### config.mk
export PLATFORM = sky130hd
export DESIGN_NAME = dpi_stream_sequencer_flat
export DESIGN_NICKNAME = d
export VERILOG_FILES = /design/src/rtl/dpi_stream_sequencer_if.sv /design/src/rtl/dpi_stream_sequencer.sv /design/src/flat_wrapper.sv
export SDC_FILE = /design/constraint.sdc
export NUM_CORES = 2
export LEC_CHECK = 0
export CAP_MARGIN = 0
export CORE_ASPECT_RATIO = 1.4
export CORE_UTILIZATION = 35
export CTS_CLUSTER_SIZE = 16
export DETAILED_ROUTE_END_ITERATION = 7
export DONT_BUFFER_PORTS = 1
export PLACE_DENSITY_LB_ADDON = 0.12
export SYNTH_ARGS = -nofsm -noshare
export SYNTH_HDL_FRONTEND = slang
export SYNTH_SLANG_ARGS = --single-unit
### constraint.sdc
create_clock -name clk -period 22.8 [get_ports clk]
set_clock_uncertainty 0.15 [all_clocks]
set_input_delay 2.28 -clock clk [delete_from_list [all_inputs] [get_ports clk]]
set_output_delay 2.28 -clock clk [all_outputs]
set_load 0.05 [all_outputs]
### src/rtl/dpi_stream_sequencer_if.sv
// Byte stream from the packet parser into the DPI sequencer: handshake, framing and flow key.
interface dpi_stream_sequencer_if #(
  parameter int KEY_W = 32
);
  logic             valid;
  logic             ready;
  logic [7:0]       data;
  logic             sop;
  logic             eop;
  logic [KEY_W-1:0] key;

  modport master (output valid, data, sop, eop, key, input ready);
  modport slave  (input valid, data, sop, eop, key, output ready);
endinterface

### src/rtl/dpi_stream_sequencer.sv
// Flow-keyed front end for the regex matcher bank: maps each packet's key to a stream id and
// sequences load_state / character stream / eop on the matchers' shared control bus.
module dpi_stream_sequencer #(
  parameter int NSTREAM  = 64,
  parameter int SID_W    = 6,
  parameter int KEY_W    = 32,
  parameter int NCAT     = 8,
  parameter int LOAD_GAP = 3,
  parameter int DRAIN    = 4
) (
  input  logic                  clk,
  input  logic                  rst_n,
  dpi_stream_sequencer_if.slave s,
  input  logic                  flush,
  input  logic                  cfg_wr,
  input  logic [SID_W-1:0]      cfg_sid,
  input  logic [NCAT-1:0]       cfg_mask,
  input  logic [NCAT-1:0]       cfg_default_mask,
  output logic                  load_state,
  output logic [SID_W-1:0]      stream_id,
  output logic                  new_stream_id,
  output logic [7:0]            char_in,
  output logic                  char_in_vld,
  output logic                  eop,
  output logic [NCAT-1:0]       enable,
  output logic                  table_full,
  output logic [15:0]           pkt_count,
  output logic [15:0]           drop_count
);

  // The FSM follows the input side. Outputs are registered from the next state, so the
  // character stream is accepted one cycle before it appears on char_in_vld; GAP therefore
  // spans LOAD_GAP-2 cycles and DRAIN spans DRAIN cycles. LOAD_GAP >= 2, DRAIN >= 1.
  localparam int CNT_W = 8;
  localparam logic [CNT_W-1:0] GAP_INIT   = (LOAD_GAP > 2) ? CNT_W'(LOAD_GAP - 3) : '0;
  localparam logic [CNT_W-1:0] DRAIN_INIT = CNT_W'(DRAIN - 1);

  typedef enum logic [2:0] {
    ST_IDLE, ST_LOOKUP, ST_LOAD, ST_GAP, ST_STREAM, ST_DRAIN, ST_EOP, ST_DROP
  } state_t;

  state_t             state_q, state_d;
  logic [CNT_W-1:0]   cnt_q, cnt_d;
  logic [KEY_W-1:0]   key_q;
  logic [SID_W-1:0]   sid_q;
  logic               flush_pend_q;
  logic               flush_now;
  logic               ready_q, ready_d;
  logic               xfer;

  logic [NSTREAM-1:0] valid_q;
  logic [KEY_W-1:0]   key_tab [NSTREAM];
  logic [NCAT-1:0]    mask_q  [NSTREAM];

  logic               hit, free_found, alloc;
  logic [SID_W-1:0]   hit_idx, free_idx, sid_sel;

  assign s.ready    = ready_q;
  assign xfer       = s.valid && ready_q;
  assign table_full = &valid_q;

  // Keys are unique in the table, so at most one entry hits; the free search favours low indices.
  always_comb begin
    // NOTE: every always_comb output gets a default first so no path infers a latch.
    hit        = 1'b0;
    hit_idx    = '0;
    free_found = 1'b0;
    free_idx   = '0;
    for (int i = NSTREAM - 1; i >= 0; i--) begin
      if (valid_q[i] && key_tab[i] == key_q) begin
        hit     = 1'b1;
        hit_idx = SID_W'(i);
      end
      if (!valid_q[i]) begin
        free_found = 1'b1;
        free_idx   = SID_W'(i);
      end
    end
  end

  assign sid_sel = hit ? hit_idx : free_idx;
  assign alloc   = (state_q == ST_LOOKUP) && !hit && free_found;

  always_comb begin
    state_d   = state_q;
    cnt_d     = cnt_q;
    flush_now = 1'b0;
    case (state_q)
      ST_IDLE: begin
        flush_now = flush || flush_pend_q;
        if (s.valid && s.sop && !ready_q) state_d = ST_LOOKUP;
      end
      ST_LOOKUP: state_d = (hit || free_found) ? ST_LOAD : ST_DROP;
      ST_LOAD: begin
        if (LOAD_GAP > 2) begin
          state_d = ST_GAP;
          cnt_d   = GAP_INIT;
        end else begin
          state_d = ST_STREAM;
        end
      end
      ST_GAP: begin
        if (cnt_q == '0) state_d = ST_STREAM;
        else             cnt_d   = cnt_q - 1'b1;
      end
      ST_STREAM: begin
        if (xfer && s.eop) begin
          state_d = ST_DRAIN;
          cnt_d   = DRAIN_INIT;
        end
      end
      ST_DRAIN: begin
        if (cnt_q == '0) state_d = ST_EOP;
        else             cnt_d   = cnt_q - 1'b1;
      end
      ST_EOP:  state_d = ST_IDLE;
      ST_DROP: if (xfer && s.eop) state_d = ST_IDLE;
      default: state_d = ST_IDLE;
    endcase
  end

  // Stray non-sop bytes in IDLE are acked for one cycle only, since the next byte is unseen.
  always_comb begin
    ready_d = 1'b0;
    case (state_d)
      ST_STREAM, ST_DROP: ready_d = 1'b1;
      ST_IDLE:            ready_d = s.valid && !s.sop && !ready_q;
      default:            ready_d = 1'b0;
    endcase
  end

  always_ff @(posedge clk) begin
    // NOTE: sequential state uses non-blocking assignments so every register samples pre-edge values.
    if (!rst_n) begin
      state_q      <= ST_IDLE;
      cnt_q        <= '0;
      key_q        <= '0;
      sid_q        <= '0;
      flush_pend_q <= 1'b0;
    end else begin
      state_q      <= state_d;
      cnt_q        <= cnt_d;
      flush_pend_q <= (flush_pend_q || flush) && !flush_now;
      if (state_q == ST_IDLE && state_d == ST_LOOKUP) key_q <= s.key;
      if (state_q == ST_LOOKUP) sid_q <= sid_sel;
    end
  end

  // NOTE: valid bits and masks must come up cleared; key storage is only read behind a valid bit, so it stays unreset.
  always_ff @(posedge clk) begin
    if (!rst_n) begin
      valid_q <= '0;
      for (int i = 0; i < NSTREAM; i++) mask_q[i] <= '0;
    end else begin
      if (flush_now) valid_q <= '0;
      if (alloc) begin
        valid_q[free_idx] <= 1'b1;
        mask_q[free_idx]  <= cfg_default_mask;
      end
      // Later assignment wins, so a colliding configuration write overrides the default mask.
      if (cfg_wr) mask_q[cfg_sid] <= cfg_mask;
    end
  end

  always_ff @(posedge clk) begin
    if (alloc) key_tab[free_idx] <= key_q;
  end

  always_ff @(posedge clk) begin
    if (!rst_n) begin
      ready_q       <= 1'b0;
      load_state    <= 1'b0;
      stream_id     <= '0;
      new_stream_id <= 1'b0;
      char_in       <= '0;
      char_in_vld   <= 1'b0;
      eop           <= 1'b0;
      enable        <= '0;
      pkt_count     <= '0;
      drop_count    <= '0;
    end else begin
      ready_q       <= ready_d;
      load_state    <= (state_d == ST_LOAD);
      new_stream_id <= (state_d == ST_LOAD) && !hit;
      if (state_d == ST_LOAD) stream_id <= sid_sel;
      char_in_vld   <= (state_q == ST_STREAM) && xfer;
      if (state_q == ST_STREAM && xfer) char_in <= s.data;
      eop           <= (state_d == ST_EOP);
      enable        <= (state_d == ST_EOP) ? mask_q[sid_q] : '0;
      if (state_d == ST_EOP) pkt_count <= pkt_count + 16'd1;
      if (state_q == ST_LOOKUP && state_d == ST_DROP && drop_count != 16'hFFFF)
        drop_count <= drop_count + 16'd1;
    end
  end

endmodule
### src/flat_wrapper.sv
// flat-port wrapper written by rule: the top's interface ports become plain ports
module dpi_stream_sequencer_flat 
#(
  parameter int NSTREAM  = 64,
  parameter int SID_W    = 6,
  parameter int KEY_W    = 32,
  parameter int NCAT     = 8,
  parameter int LOAD_GAP = 3,
  parameter int DRAIN    = 4
)
  (clk, rst_n, flush, cfg_wr, cfg_sid, cfg_mask, cfg_default_mask, load_state, stream_id, new_stream_id, char_in, char_in_vld, eop, enable, table_full, pkt_count, drop_count, s_valid, s_data, s_sop, s_eop, s_key, s_ready);
  dpi_stream_sequencer_if #(.KEY_W(KEY_W)) s_i ();
  input  logic clk;
  input  logic rst_n;
  input  logic flush;
  input  logic cfg_wr;
  input  logic [SID_W-1:0] cfg_sid;
  input  logic [NCAT-1:0] cfg_mask;
  input  logic [NCAT-1:0] cfg_default_mask;
  output logic load_state;
  output logic [SID_W-1:0] stream_id;
  output logic new_stream_id;
  output logic [7:0] char_in;
  output logic char_in_vld;
  output logic eop;
  output logic [NCAT-1:0] enable;
  output logic table_full;
  output logic [15:0] pkt_count;
  output logic [15:0] drop_count;
  input wire logic [$bits(s_i.valid)-1:0] s_valid;
  input wire logic [$bits(s_i.data)-1:0] s_data;
  input wire logic [$bits(s_i.sop)-1:0] s_sop;
  input wire logic [$bits(s_i.eop)-1:0] s_eop;
  input wire logic [$bits(s_i.key)-1:0] s_key;
  output wire logic [$bits(s_i.ready)-1:0] s_ready;
  assign s_i.valid = s_valid;
  assign s_i.data = s_data;
  assign s_i.sop = s_sop;
  assign s_i.eop = s_eop;
  assign s_i.key = s_key;
  assign s_ready = s_i.ready;
  dpi_stream_sequencer #(.NSTREAM(NSTREAM), .SID_W(SID_W), .KEY_W(KEY_W), .NCAT(NCAT), .LOAD_GAP(LOAD_GAP), .DRAIN(DRAIN)) u_core (.clk(clk), .rst_n(rst_n), .s(s_i), .flush(flush), .cfg_wr(cfg_wr), .cfg_sid(cfg_sid), .cfg_mask(cfg_mask), .cfg_default_mask(cfg_default_mask), .load_state(load_state), .stream_id(stream_id), .new_stream_id(new_stream_id), .char_in(char_in), .char_in_vld(char_in_vld), .eop(eop), .enable(enable), .table_full(table_full), .pkt_count(pkt_count), .drop_count(drop_count));
endmodule
## After elaboration in Yosys (flattened, before gate mapping)

Memory sizes are Yosys's and may differ from the RTL's. A register that Yosys moved wholly into a read port is not among the register bits.
Index checks and enable logic that the tools add are counted.

- Register bits after elaboration: 165
- Memory bits (writable): 2,560
- Bits of input ports: 69
- Output and inout port bits: 60
- Logic and storage cells: 487
- Memories: 2

- $add $sub $neg: 3
- $lt $le $gt $ge: 2
- Eq/ne operators: 79
- Mux-type cells: 288
- Bitwise logic cells: 1
- Reduce and logical (&&, ||, !) cells: 97

Memories:

| memory | depth | width | read ports | clocked after Yosys merged registers in | wr ports | line | source |
|---|---|---|---|---|---|---|---|
| u_core.key_tab | 64 | 32 | 64 | 0 | 1 | dpi_stream_sequencer.sv:52 | `logic [KEY_W-1:0] key_tab [NSTREAM];` |
| u_core.mask_q | 64 | 8 | 1 | 1 | 64 | dpi_stream_sequencer.sv:53 | `logic [NCAT-1:0] mask_q [NSTREAM];` |

Operators by type and width:

| cell | count |
|---|---|
| == test 32 bit | 64 |
| 2-to-1 mux 6 bit | 131 |
| 2-to-1 mux 64 bit | 3 |
| 2-to-1 mux 1 bit | 140 |
| logical AND 1 bit | 79 |
| OR 64 bit | 1 |
| AND reduction 64 bit | 1 |
| adder 16 x 1 -> 16 bit, second input constant | 2 |
| 2-to-1 mux 8 bit | 4 |
| case mux 3 bit (8 select lines) | 1 |
| case mux 8 bit (3 select lines) | 1 |
| == test 3 bit, second input constant | 7 |
| 2-to-1 mux 3 bit | 6 |
| != test 16 bit, second input constant | 1 |
| OR reduction 8 bit | 2 |
| == test 3 x 2 -> 1 bit, second input constant | 3 |
| zero test 8 bit | 1 |
| subtractor 8 x 1 -> 8 bit, second input constant | 1 |
| < comparator 6 x 7 -> 1 bit, second input constant | 1 |
| demux 1 bit (select 6 bit) | 1 |
| == test 3 x 1 -> 1 bit, second input constant | 2 |
| greater-or-equal comparator 6 x 1 -> 1 bit, second input constant | 1 |
| zero test 3 bit | 2 |
| zero test 1 bit | 5 |
| other kinds (8) | 10 |

## Depth between registers and ports, before layout

- Depth after elaboration: 74
- Gate-level depth with buffers: 21
- Mapped depth without buffers: 15

## Worst setup path before layout

Ideal clock, no wire load.

- Path type: register to register
- From: register u_core.key_q[22]
- To: memory u_core.mask_q[16][0], enable pin
- Library setup time: 330 ps
- Arrival time: 6,683 ps
- Required time: 22,320 ps
- Path slack: 15,637 ps
- Cell stages (with the launch flop): 17
- Buffers on the path: 4
- Clock period less this slack: 7,163 ps
- Path through: dfxtp_1 > buf_2 > buf_6 > buf_6 > xor2_1 > nor4_1 > and3_1 > nand3_2 > nand4_1 > nor3_2 > nand2_1 > or4_4 > or3_4 > or3_1 > clkbuf_1 > nor3_1 > or3_1

RTL lines:

| what | line | source |
|---|---|---|
| start, declared | dpi_stream_sequencer.sv:44 | `logic [KEY_W-1:0] key_q;` |
| start signal, assigned | dpi_stream_sequencer.sv:144 | `if (state_q == ST_IDLE && state_d == ST_LOOKUP) key_q <= s.key;` |
| end, declared | dpi_stream_sequencer.sv:53 |  |

==> results.md <==
- Prevailing post-synth register cell: sky130_fd_sc_hd__edfxtp_1
- Number of unique standard cell types used by synthesis: between 70 and 80
- CTS Sinks: approximately 2700
- Fin crit share: about 37%
- Number of buffers added for setup after CTS: 0
- Setup crit start kind: flop
- Max-slew headroom: a little over a tenth
- Category of the critical setup timing path: reg2reg
- Cell family with most CP delay: simple AND/OR/NAND/NOR gates
- CP startpoint: u_core.key_q[24]$_SDFFE_PN0P_
- Min Clock Period, post-route: between 8000 and 9000 ps
- P per Cell Area: between 80 and 90 nW/um^2
- CTS Buf Count: between 200 and 300
- Remaining design rule violation count: 0
- Post-DP HPWL: between 200000 and 250000 um
- Clock insertion delay at the later pin of the skew report: around 890 ps
- Final WL: approximately 400000 um
- Hold Path Sink: u_core.key_tab[39][10]$_DFFE_PP_
- Arrival time reported for the critical path endpoint: approximately 8900 ps
- Critical Path, Cell by Cell: buf_4, buf_4, xor2_1, nor3_1, nand3_1, or3_1, nand2_1, nor3_2, nand2_1, or4_4, or3_4, nor2_1, nand2_1, nor2_4, or3_1
- Weighted congestion reported at the end of routability-driven placement: approximately 0.85
- Cell area after technology mapping: 122000 um^2
- Global Route met2 Usage: approximately two fifths
- Number of enable flip-flop cells after synthesis: between 2000 and 3000
- Startpoint of the worst hold path: u_core.key_q[10]$_SDFFE_PN0P_
- Buffers & Inverters on Critical Path: 2
- Count of cells resized by post-cts repair: 0
- Initial standard-cell utilization of the core: between 30% and 40%
- Synthesis-to-finish area growth: 10.78%
- Async set or reset register ratio after synthesis: 0%
- Met1 Use GR: between 20% and 30%
- Number of buffers inserted for hold repair after clock tree synthesis: 0
- Beginning of the worst register-to-register path: u_core.key_q[24]$_SDFFE_PN0P_
- Port Buf Inserts: 0
- Required time of the critical path: roughly 23000 ps
- Synthesized area per cell: 14.57 um^2
- Total of max-cap violations: 0
- Critical register-to-register path endpoint: u_core.mask_q[5][2]$_DFFE_PP_
- H-tree lvl count: 5
- Library cell used as clock root buffer: sky130_fd_sc_hd__clkbuf_16
- Fraction of layout instances using a drive strength above 1: 10.53%
- Synth Instances: between 8000 and 9000
- Met3 track demand over resource in global routing: roughly 2.6%
- Die height: between 700 and 800 um
- R2R depth: 15
- First-pass GRT wire length: around 550000 um
- Vias per cell: 5.337
- Utilization after layout: around 39%
- Reg clk slew, reported paths: about 60 ps
- Syn Nets: ~8400
- DIE AREA: approximately 350000 um^2
- Seq/Total Area, Yosys: approximately 66%
- Cell with the largest stage delay on the worst path: sky130_fd_sc_hd__dfxtp_4
- Kind of capture point of the worst setup path: flop
- Setup violation total in the final timing report: 0
- Least-Margin Pin Slew: between 1000 and 1500 ps
- CORE AREA: around 350000 um^2
- Overall Global Routing Usage: roughly 22%
- Grt total ovfl: 0
- Final #Nets: about 8400
- First-pass detailed-route iteration total: 5
- Via count of the first global-routing pass: roughly 70000
- Number of cells on the worst hold path: 0
- Leakage power: 43.96 nW
- Non-filler instance count after layout: roughly 13000
- Number of antenna violations at the first check in global routing: 20
- Critical path's most frequent cell: sky130_fd_sc_hd__nand2_1
- Chip Width: 501.0 um
- Peak Freq: approximately 120 MHz
- Fill cells: 32140
- Largest stage delay on the critical path: 1020 ps
- Flop and latch count out of synthesis: ~2700
- Reg2Reg Setup Slack: roughly 14000 ps
- Result of the run: complete, no violations
- Final hold violation count: 0
- Number of I/O pins: 129
- # placed instances: around 13000
- Routed wire length per instance: 29.86 um
- Pin count of the biggest net entering global routing: 85
- Unrepaired setup endpoints after global routing: false
- Max-slew violation total from the final report: 0
- Summed negative setup slack over all endpoints: 0 ps
- Highest net fanout along the worst path: 55
- Clk buf depth: 4
- Maximum ir drop on the vdd rail: ~0.000057 V
- Clock tree from TritonCTS: yes
- Gr busiest metal: met2
- Number of placement rows: 256
- Remaining number of nets flagged by the antenna check after routing: 0
- Violation count after the first detailed-routing iteration: roughly 6300
- Yosys warning total: 0
- Number of vias after detailed routing: 70570
- Hold Path Class: reg2reg
==> cells by family after synthesis <==
| group | after synthesis | share of synthesized area [%] |
|---|---|---|
| mux | 183 | 3.224 |
| fa+ha+maj | 7 | 0.07179 |
| xor+xnor | 2067 | 14.84 |
| simple gates | 2049 | 8.477 |
| compound gates | 768 | 4.395 |
| buf+inv | 564 | 3.142 |
| flops | 2733 | 65.85 |
==> cells in the mapped netlist (4+ instances only) <==
cell / instances / share of area (%)
sky130_fd_sc_hd__mux2i_1: 15 / 0.12
sky130_fd_sc_hd__nand4_2: 4 / 0.041
sky130_fd_sc_hd__o211ai_1: 6 / 0.037
sky130_fd_sc_hd__buf_1: 39 / 0.12
sky130_fd_sc_hd__a21boi_0: 5 / 0.031
sky130_fd_sc_hd__and2_1: 27 / 0.14
sky130_fd_sc_hd__and3_1: 48 / 0.25
sky130_fd_sc_hd__or3_1: 93 / 0.48
sky130_fd_sc_hd__o21ai_0: 46 / 0.19
sky130_fd_sc_hd__nand3_1: 136 / 0.56
sky130_fd_sc_hd__nand3_2: 18 / 0.15
sky130_fd_sc_hd__buf_4: 64 / 0.39
sky130_fd_sc_hd__mux4_2: 168 / 3.1
sky130_fd_sc_hd__a31oi_1: 14 / 0.072
sky130_fd_sc_hd__nand4_1: 337 / 1.7
sky130_fd_sc_hd__xor2_1: 765 / 5.5
sky130_fd_sc_hd__nor4_1: 224 / 1.1
sky130_fd_sc_hd__ha_1: 7 / 0.072
sky130_fd_sc_hd__buf_12: 14 / 0.23
sky130_fd_sc_hd__a22o_1: 26 / 0.19
sky130_fd_sc_hd__clkbuf_1: 248 / 0.76
sky130_fd_sc_hd__o41ai_1: 4 / 0.029
sky130_fd_sc_hd__edfxtp_1: 2560 / 63
sky130_fd_sc_hd__nand3b_1: 7 / 0.043
sky130_fd_sc_hd__buf_8: 39 / 0.48
sky130_fd_sc_hd__or2_2: 5 / 0.026
sky130_fd_sc_hd__buf_6: 106 / 0.98
sky130_fd_sc_hd__o2111ai_1: 4 / 0.029
sky130_fd_sc_hd__inv_1: 48 / 0.15
sky130_fd_sc_hd__and4_1: 9 / 0.065
sky130_fd_sc_hd__a211oi_1: 7 / 0.043
sky130_fd_sc_hd__nor2_1: 260 / 0.80
sky130_fd_sc_hd__nand2b_1: 12 / 0.062
sky130_fd_sc_hd__xnor2_1: 1302 / 9.3
sky130_fd_sc_hd__nor2b_1: 9 / 0.046
sky130_fd_sc_hd__nor3_2: 7 / 0.057
sky130_fd_sc_hd__dfxtp_1: 173 / 2.8
sky130_fd_sc_hd__or4_1: 6 / 0.037
sky130_fd_sc_hd__o31ai_1: 490 / 3.0
sky130_fd_sc_hd__a21oi_1: 136 / 0.56
sky130_fd_sc_hd__nor3_1: 99 / 0.41
sky130_fd_sc_hd__nand2_1: 731 / 2.2
==> power by group <==
group          internal, mW  switching, mW
Sequential             5.64          0.160
Clock                  2.52           2.02
Combinational         0.434          0.846
Total                  8.60           3.02
==> sequential cells by signal (all words and copies together) (netlist names), 16 cells and up <==
register and flops:
u_core.pkt_count 16, u_core.mask_q 512, u_core.drop_count 16, u_core.valid_q 64, u_core.key_q 32, u_core.key_tab 2048
==> worst max path at each step <==
stage | to | slack, ps | cells after the start
floorplan | u_core.mask_q[16][0]$_DFFE_PP_ | 15640 | 16
global placement | u_core.mask_q[5][0]$_DFFE_PP_ | 14300 | 16
detailed placement | u_core.mask_q[5][5]$_DFFE_PP_ | 14180 | 16
CTS | u_core.mask_q[5][2]$_DFFE_PP_ | 14180 | 16
global route | u_core.mask_q[5][0]$_DFFE_PP_ | 13940 | 16
finish | u_core.mask_q[5][2]$_DFFE_PP_ | 14280 | 15
==> per-stage QoR <==
stage	power (mW)	area [um^2]	worst slack, ps	hold slack (ps)
floorplan	6.726	122000	15640	308.5
global placement	7.217	126400	14300	321.2
detailed placement	7.219	126400	14180	326.2
CTS	11.75	135100	14180	341.1
global route	11.98	135100	13940	349.9
finish	11.62	135200	14280	343.0
==> placed cells by master (no fill, tap or decap), types with 168 or more instances in the layout <==
master	netlist	routed
sky130_fd_sc_hd__nand4_1	337	337
sky130_fd_sc_hd__o31ai_1	490	489
sky130_fd_sc_hd__xnor2_1	1302	1302
sky130_fd_sc_hd__nor2_1	260	224
sky130_fd_sc_hd__mux4_2	168	168
sky130_fd_sc_hd__buf_4	64	193
sky130_fd_sc_hd__nor4_1	224	223
sky130_fd_sc_hd__edfxtp_1	2560	2560
sky130_fd_sc_hd__nand2_1	731	728
sky130_fd_sc_hd__xor2_1	765	765
sky130_fd_sc_hd__clkbuf_16	0	294
==> area by class of cell <==
class / count / area, um^2 / share of cell area, %
inverter: 49 / 191.4 / 0.1416
clock buffer: 394 / 7888 / 5.836
tap: 4644 / 5811 / 4.299
sequential: 2733 / 80470 / 59.54
multi-input combinational: 5074 / 38300 / 28.34
clock inverter: 108 / 774.5 / 0.5731
timing repair buffer: 205 / 1680 / 1.243
antenna: 15 / 37.54 / 0.02777
==> layer usage <==
metal | vias to the layer above | share of wire (%) | wire length [um]
met4 | 4 | 3.8 | 14870
met2 | 2050 | 50 | 198600
met5 | - | 0.0076 | 30
met1 | 36890 | 41 | 163500
met3 | 600 | 4.5 | 17820
li1 | 31020 | - | -
(Power assumes the default switching activity.)
